### src/rtl/vu_vxu_bptr_tracker_pkg.sv
// Shared sizing, FSM encoding and config legality check for the VXU bank-pointer tracker.
// Every width is derived from NBANK_MAX, MIN_BCNT and MAX_INCR.
package vu_vxu_bptr_tracker_pkg;

  localparam int NBANK_MAX  = 8;
  localparam int LGBANK     = $clog2(NBANK_MAX);
  localparam int BCNT_W     = $clog2(NBANK_MAX + 1);
  localparam int MIN_BCNT   = 3;
  localparam int MAX_INCR   = 17;
  localparam int INCR_W     = $clog2(MAX_INCR + 1);
  localparam int NCHAN      = 4;
  localparam int RESET_BCNT = 8;
  localparam int SUM_W      = $clog2(NBANK_MAX + MAX_INCR);
  // Largest sum is NBANK_MAX-1+MAX_INCR; each step removes at least MIN_BCNT.
  localparam int NSUB       = (NBANK_MAX - 1 + MAX_INCR + MIN_BCNT - 1) / MIN_BCNT;

  typedef enum logic {
    ST_RUN = 1'b0,
    ST_CFG = 1'b1
  } state_t;

  function automatic logic bcnt_legal(input logic [BCNT_W-1:0] b);
    return (b >= BCNT_W'(MIN_BCNT)) && (b <= BCNT_W'(NBANK_MAX));
  endfunction

endpackage

### src/rtl/vu_vxu_bptr_mod.sv
// Combinational (base + incr) mod bcnt using a fixed chain of conditional subtractions.
// Latency 0. There is no handshake: the result is pure logic.
module vu_vxu_bptr_mod
  import vu_vxu_bptr_tracker_pkg::*;
(
  input  logic [LGBANK-1:0] base,
  input  logic [INCR_W-1:0] incr,
  input  logic [BCNT_W-1:0] bcnt,
  output logic [LGBANK-1:0] res,
  output logic              wrap
);

  logic [SUM_W-1:0] sum;
  logic [SUM_W-1:0] div;
  logic [SUM_W-1:0] rem;

  always_comb begin
    sum = SUM_W'(base) + SUM_W'(incr);
    div = SUM_W'(bcnt);
    rem = sum;
    for (int k = 0; k < NSUB; k++) begin
      if (rem >= div) rem = rem - div;
    end
    res  = LGBANK'(rem);
    wrap = (sum >= div);
  end

endmodule

### src/rtl/vu_vxu_bptr_tracker.sv
// Per-channel bank pointers advanced modulo a runtime bank count, with seeding and reconfiguration.
// Outputs are registered with a latency of 1. A config offer stalls every advance in that cycle, and the CFG state stalls them for one cycle.
module vu_vxu_bptr_tracker
  import vu_vxu_bptr_tracker_pkg::*;
(
  input  logic                     clk,
  input  logic                     reset_n,
  input  logic                     cfg_valid,
  output logic                     cfg_ready,
  input  logic [BCNT_W-1:0]        cfg_bcnt,
  output logic                     cfg_err,
  output logic [BCNT_W-1:0]        bcnt,
  input  logic [NCHAN-1:0]         adv_valid,
  output logic                     adv_ready,
  input  logic [NCHAN*INCR_W-1:0]  adv_incr,
  input  logic [NCHAN-1:0]         set_valid,
  input  logic [NCHAN*LGBANK-1:0]  set_ptr,
  output logic [NCHAN*LGBANK-1:0]  ptr,
  output logic [NCHAN-1:0]         wrap
);

  state_t                         state_q, state_d;
  logic [BCNT_W-1:0]              bcnt_q, bcnt_d;
  logic [NCHAN-1:0][LGBANK-1:0]   ptr_q, ptr_d;
  logic [NCHAN-1:0]               wrap_q, wrap_d;
  logic                           cfg_err_q, cfg_err_d;

  logic [NCHAN-1:0][LGBANK-1:0]   adv_res;
  logic [NCHAN-1:0]               adv_wrap;
  logic [NCHAN-1:0][LGBANK-1:0]   seed_res;
  logic [NCHAN-1:0]               seed_wrap_unused;

  for (genvar c = 0; c < NCHAN; c++) begin : g_chan
    vu_vxu_bptr_mod u_adv (
      .base (ptr_q[c]),
      .incr (adv_incr[c*INCR_W +: INCR_W]),
      .bcnt (bcnt_q),
      .res  (adv_res[c]),
      .wrap (adv_wrap[c])
    );

    // A seed is the same reduction with a zero increment.
    vu_vxu_bptr_mod u_seed (
      .base (set_ptr[c*LGBANK +: LGBANK]),
      .incr (INCR_W'(0)),
      .bcnt (bcnt_q),
      .res  (seed_res[c]),
      .wrap (seed_wrap_unused[c])
    );

    a_incr_range: assert property (@(posedge clk) disable iff (!reset_n)
      (adv_valid[c] && adv_ready) |-> (adv_incr[c*INCR_W +: INCR_W] <= INCR_W'(MAX_INCR)));
  end

  always_comb begin
    state_d   = state_q;
    bcnt_d    = bcnt_q;
    ptr_d     = ptr_q;
    wrap_d    = '0;
    cfg_err_d = 1'b0;
    cfg_ready = (state_q == ST_RUN);
    adv_ready = (state_q == ST_RUN) && !cfg_valid;

    if (state_q == ST_CFG) state_d = ST_RUN;

    if (cfg_valid && cfg_ready && bcnt_legal(cfg_bcnt)) begin
      state_d = ST_CFG;
      bcnt_d  = cfg_bcnt;
      ptr_d   = '0;
    end else begin
      cfg_err_d = cfg_valid && cfg_ready;
      // A seed wins over a same-cycle advance, and that advance is dropped.
      for (int c = 0; c < NCHAN; c++) begin
        if (set_valid[c]) begin
          ptr_d[c] = seed_res[c];
        end else if (adv_valid[c] && adv_ready) begin
          ptr_d[c]  = adv_res[c];
          wrap_d[c] = adv_wrap[c];
        end
      end
    end
  end

  always_ff @(posedge clk or negedge reset_n) begin
    if (!reset_n) begin
      state_q   <= ST_RUN;
      bcnt_q    <= BCNT_W'(RESET_BCNT);
      ptr_q     <= '0;
      wrap_q    <= '0;
      cfg_err_q <= 1'b0;
    end else begin
      state_q   <= state_d;
      bcnt_q    <= bcnt_d;
      ptr_q     <= ptr_d;
      wrap_q    <= wrap_d;
      cfg_err_q <= cfg_err_d;
    end
  end

  assign bcnt    = bcnt_q;
  assign ptr     = ptr_q;
  assign wrap    = wrap_q;
  assign cfg_err = cfg_err_q;

endmodule

### config.mk
export PLATFORM = sky130hd
export DESIGN_NAME = vu_vxu_bptr_tracker
export DESIGN_NICKNAME = d
export VERILOG_FILES = /design/src/rtl/vu_vxu_bptr_tracker_pkg.sv /design/src/rtl/vu_vxu_bptr_mod.sv /design/src/rtl/vu_vxu_bptr_tracker.sv
export SDC_FILE = /design/constraint.sdc
export NUM_CORES = 1
export LEC_CHECK = 0
export ABC_AREA = 1
export CAP_MARGIN = 0
export CELL_PAD_IN_SITES_DETAIL_PLACEMENT = 0
export CELL_PAD_IN_SITES_GLOBAL_PLACEMENT = 1
export CORE_MARGIN = 1.5
export CORE_UTILIZATION = 35
export CTS_CLUSTER_SIZE = 12
export DETAILED_ROUTE_END_ITERATION = 6
export PLACE_DENSITY_LB_ADDON = 0.3
export SLEW_MARGIN = 20
export SYNTH_ARGS = -nofsm -noshare
export SYNTH_HDL_FRONTEND = slang
export SYNTH_HIERARCHICAL = 1
export SYNTH_SLANG_ARGS = --single-unit
### constraint.sdc
create_clock -name clk -period 11.9 [get_ports clk]
set_input_delay 2.38 -clock clk [delete_from_list [all_inputs] [get_ports clk]]
set_output_delay 2.38 -clock clk [all_outputs]
set_load 0.005 [all_outputs]
==> metrics.txt <==
Final GP Congestion=between 0.8 and 0.9; hold path cells=1; Finished Layout Cells=about 4600; Yosys warning count=6; Slew @ Worst Pin=0.8973 ns; DR pass1 iterations=7; FFs w/ async S/R, synth=100.0%; I/O pin total=70; Mean Syn Cell Area=between 6 and 7 sq um; placed insts=4275; H-tree Lvls=1; post-synth top area share=20.24%; CP max FO=8; post-DP HPWL=roughly 43 mm; Mapped Cells=2743; slowest stage delay, CP=~0.45 ns; crit end category=register; total track usage=between 20% and 30%; largest net degree at the start of global routing=34; final hold violation count=0; DR vias/cell=about 4.8; Skew-Pair Late Insertion Delay=between 0.2 and 0.3 ns; Startpoint Class=input pin; min Tclk post-route=about 12 ns; die area=roughly 51000 sq um; Max Fclk=a little over 80 MHz; Final Cycle Share=101.5%; detailed-route wire length=around 64 mm; die height=around 230 um; Core ar.=between 40000 and 50000 sq um; Sink Count=22; failing checks=setup timing; drt wl/cell=roughly 14 um; final hold slack=approximately 0.6 ns; Rel. slew slack=around two fifths; GRT overflow=0; number of global-route vias before repair=about 22000; die width=approximately 230 um; num rows=slightly above 80; Final ANT Viol Nets=0; Finished Core Util=between 60% and 70%; Area Overhead vs Synth=88.15%; Clock transition at path regs=roughly 0.070 ns; Synth area leaders=ha_1 (20%), nand2_1 (19%), inv_1 (8.7%); routed vias=approximately 22000; Initial Util=35.44%; leading area contributor after synthesis=ha_1; CP max stage cell=fa_1; most numerous cell on the critical path=nand2_2; cts bufs inserted=3; Worst Path Arrival=12.28 ns; first-pass GRT wire length=between 90 and 100 mm; Critical Path RT=12.10 ns; Unique masters post-synth=44; Max Buffers Root-to-Sink=2; Mapped Area=17310 sq um; Seq cells post-synth=22; RSZ-0062 raised after global routing=yes; WS Path Type=in -> reg; First DRT Iteration DRCs=696; maxcap violations=0; Layout Skew=just under 0.002 ns; status=finished with violations; initial antenna violation count=2; post-route setup slack=-0.1728 ns; # port buffers=69; Slew Limit Fails=0; DRC errors left=0; root buf cell=clkbuf_16; Worst Hold Class=reg -> reg; top_reg_cell synth=dfrtp_1; share of post-route cells with drive strength above 1=between 50% and 60%; Setup TNS=-0.6548 ns; Final setup viols=6; NumNets Final=roughly 4300; antenna fix cells=0; post-synthesis sequential area ratio=about 3.2%; EDFF count, synth=0; CTS tree=built; # hold bufs at CTS=0; Worst Reg-to-Reg Cells=74
registers in the layout, indices dropped and copies added, names as in the netlist:
signal,flops
bcnt,4
cfg_err,1
ptr,12
state_q,1
wrap,4
metrics by stage:
step / worst slack, ns / area, sq um
finish: -0.1728 / 32570
global route: -0.7201 / 32570
CTS: -0.1355 / 28410
detailed placement: -1.466 / 24730
global placement: -1.205 / 24730
floorplan: 0.01139 / 17590
layout by cell type, fill, tap and decap left out, types with 48 or more instances in the layout:
cell / instances
buf_4: 1046
nand2_1: 640
nand2_2: 344
inv_1: 329
ha_4: 188
nand3_1: 113
inv_2: 88
ha_1: 78
nand3_2: 67
nor2_1: 66
o21ai_2: 61
nand2_4: 60
a21oi_2: 55
xnor2_1: 53
buf_6: 52
conb_1: 48
cells in the mapped netlist, types with 2 or more instances:
library cell  instances
nand2_1             893
inv_1               400
ha_1                280
nand3_1             139
nand2_2             136
a21oi_1             112
nor2_1              103
fa_1                 72
xnor2_1              68
o21ai_0              67
nand3_2              59
nand4_1              47
nand3b_1             45
xor2_1               38
inv_2                34
o21ai_1              34
o21ai_2              28
dfrtp_1              21
or2_2                18
nand2_4              15
o211ai_1             15
nor2_2               12
nor3_1               12
a211oi_1             11
buf_6                11
a41oi_1              10
nand3_4               8
nor2_4                7
o21a_1                7
o31ai_1               7
a31oi_1               6
a21oi_2               5
buf_2                 4
nor2b_1               4
a21oi_4               3
a21boi_1              2
nand3b_2              2
nand3b_4              2
per-layer routing:
| metal | vias up | wire length (um) | GRT usage (%) |
|---|---|---|---|
| li1 | 11265 | - | - |
| met4 | 2 | 1546 | 4.481 |
| met3 | 141 | 1430 | 1.447 |
| met5 | - | 13 | 0 |
| met2 | 363 | 34120 | 43.25 |
| met1 | 10462 | 27000 | 26.32 |
critical path, delay by kind of cell:
kind	cells	cell delay (ns)
and+or+nand+nor	37	3.14
adders and majority gates	10	2.72
AOI/OAI and AO/OA	12	1.72
buffers and inverters	18	1.89
xor gates and xnor gates	2	0.41
final timing paths:
kind / start / end / slack (ns)
max: adv_incr[5] / ptr[4] / -0.17
min: state_q / cfg_err / 0.59
max reg2reg: bcnt[1] / ptr[9] / 1.26
min reg2reg: state_q / cfg_err / 0.59
max in group asynchronous: reset_n / bcnt[3] / 9.11
min in group asynchronous: reset_n / ptr[3] / 2.49
timing repair:
item,in CTS,in global routing
setup endpoints to repair,12,12
resized for setup,413,685
pin swaps,222,558
gates cloned,2,1
endpoints found under the hold margin,0,0
setup buffers,195,135
cell type report:
class	instances	area [sq um]
inverter	434	1674
timing repair buffer	1165	9104
tap	664	830.8
sequential	22	559.3
clock buffer	4	88.84
multi-input combinational	2322	20310
fill	3784	16280
logic make-up after synthesis:
family	after synthesis	synth area share (%)
xor gates and xnor gates	106	5.363
buffers and inverters	449	10.24
other	1	0.02166
and+or+nand+nor	1503	41.80
adders and majority gates	352	28.56
AOI/OAI and AO/OA	310	10.82
DFF	22	3.187
Power is left out: the tool's default activity adds up to more than one toggle a clock period on the data nets, which glitch-free logic cannot reach.
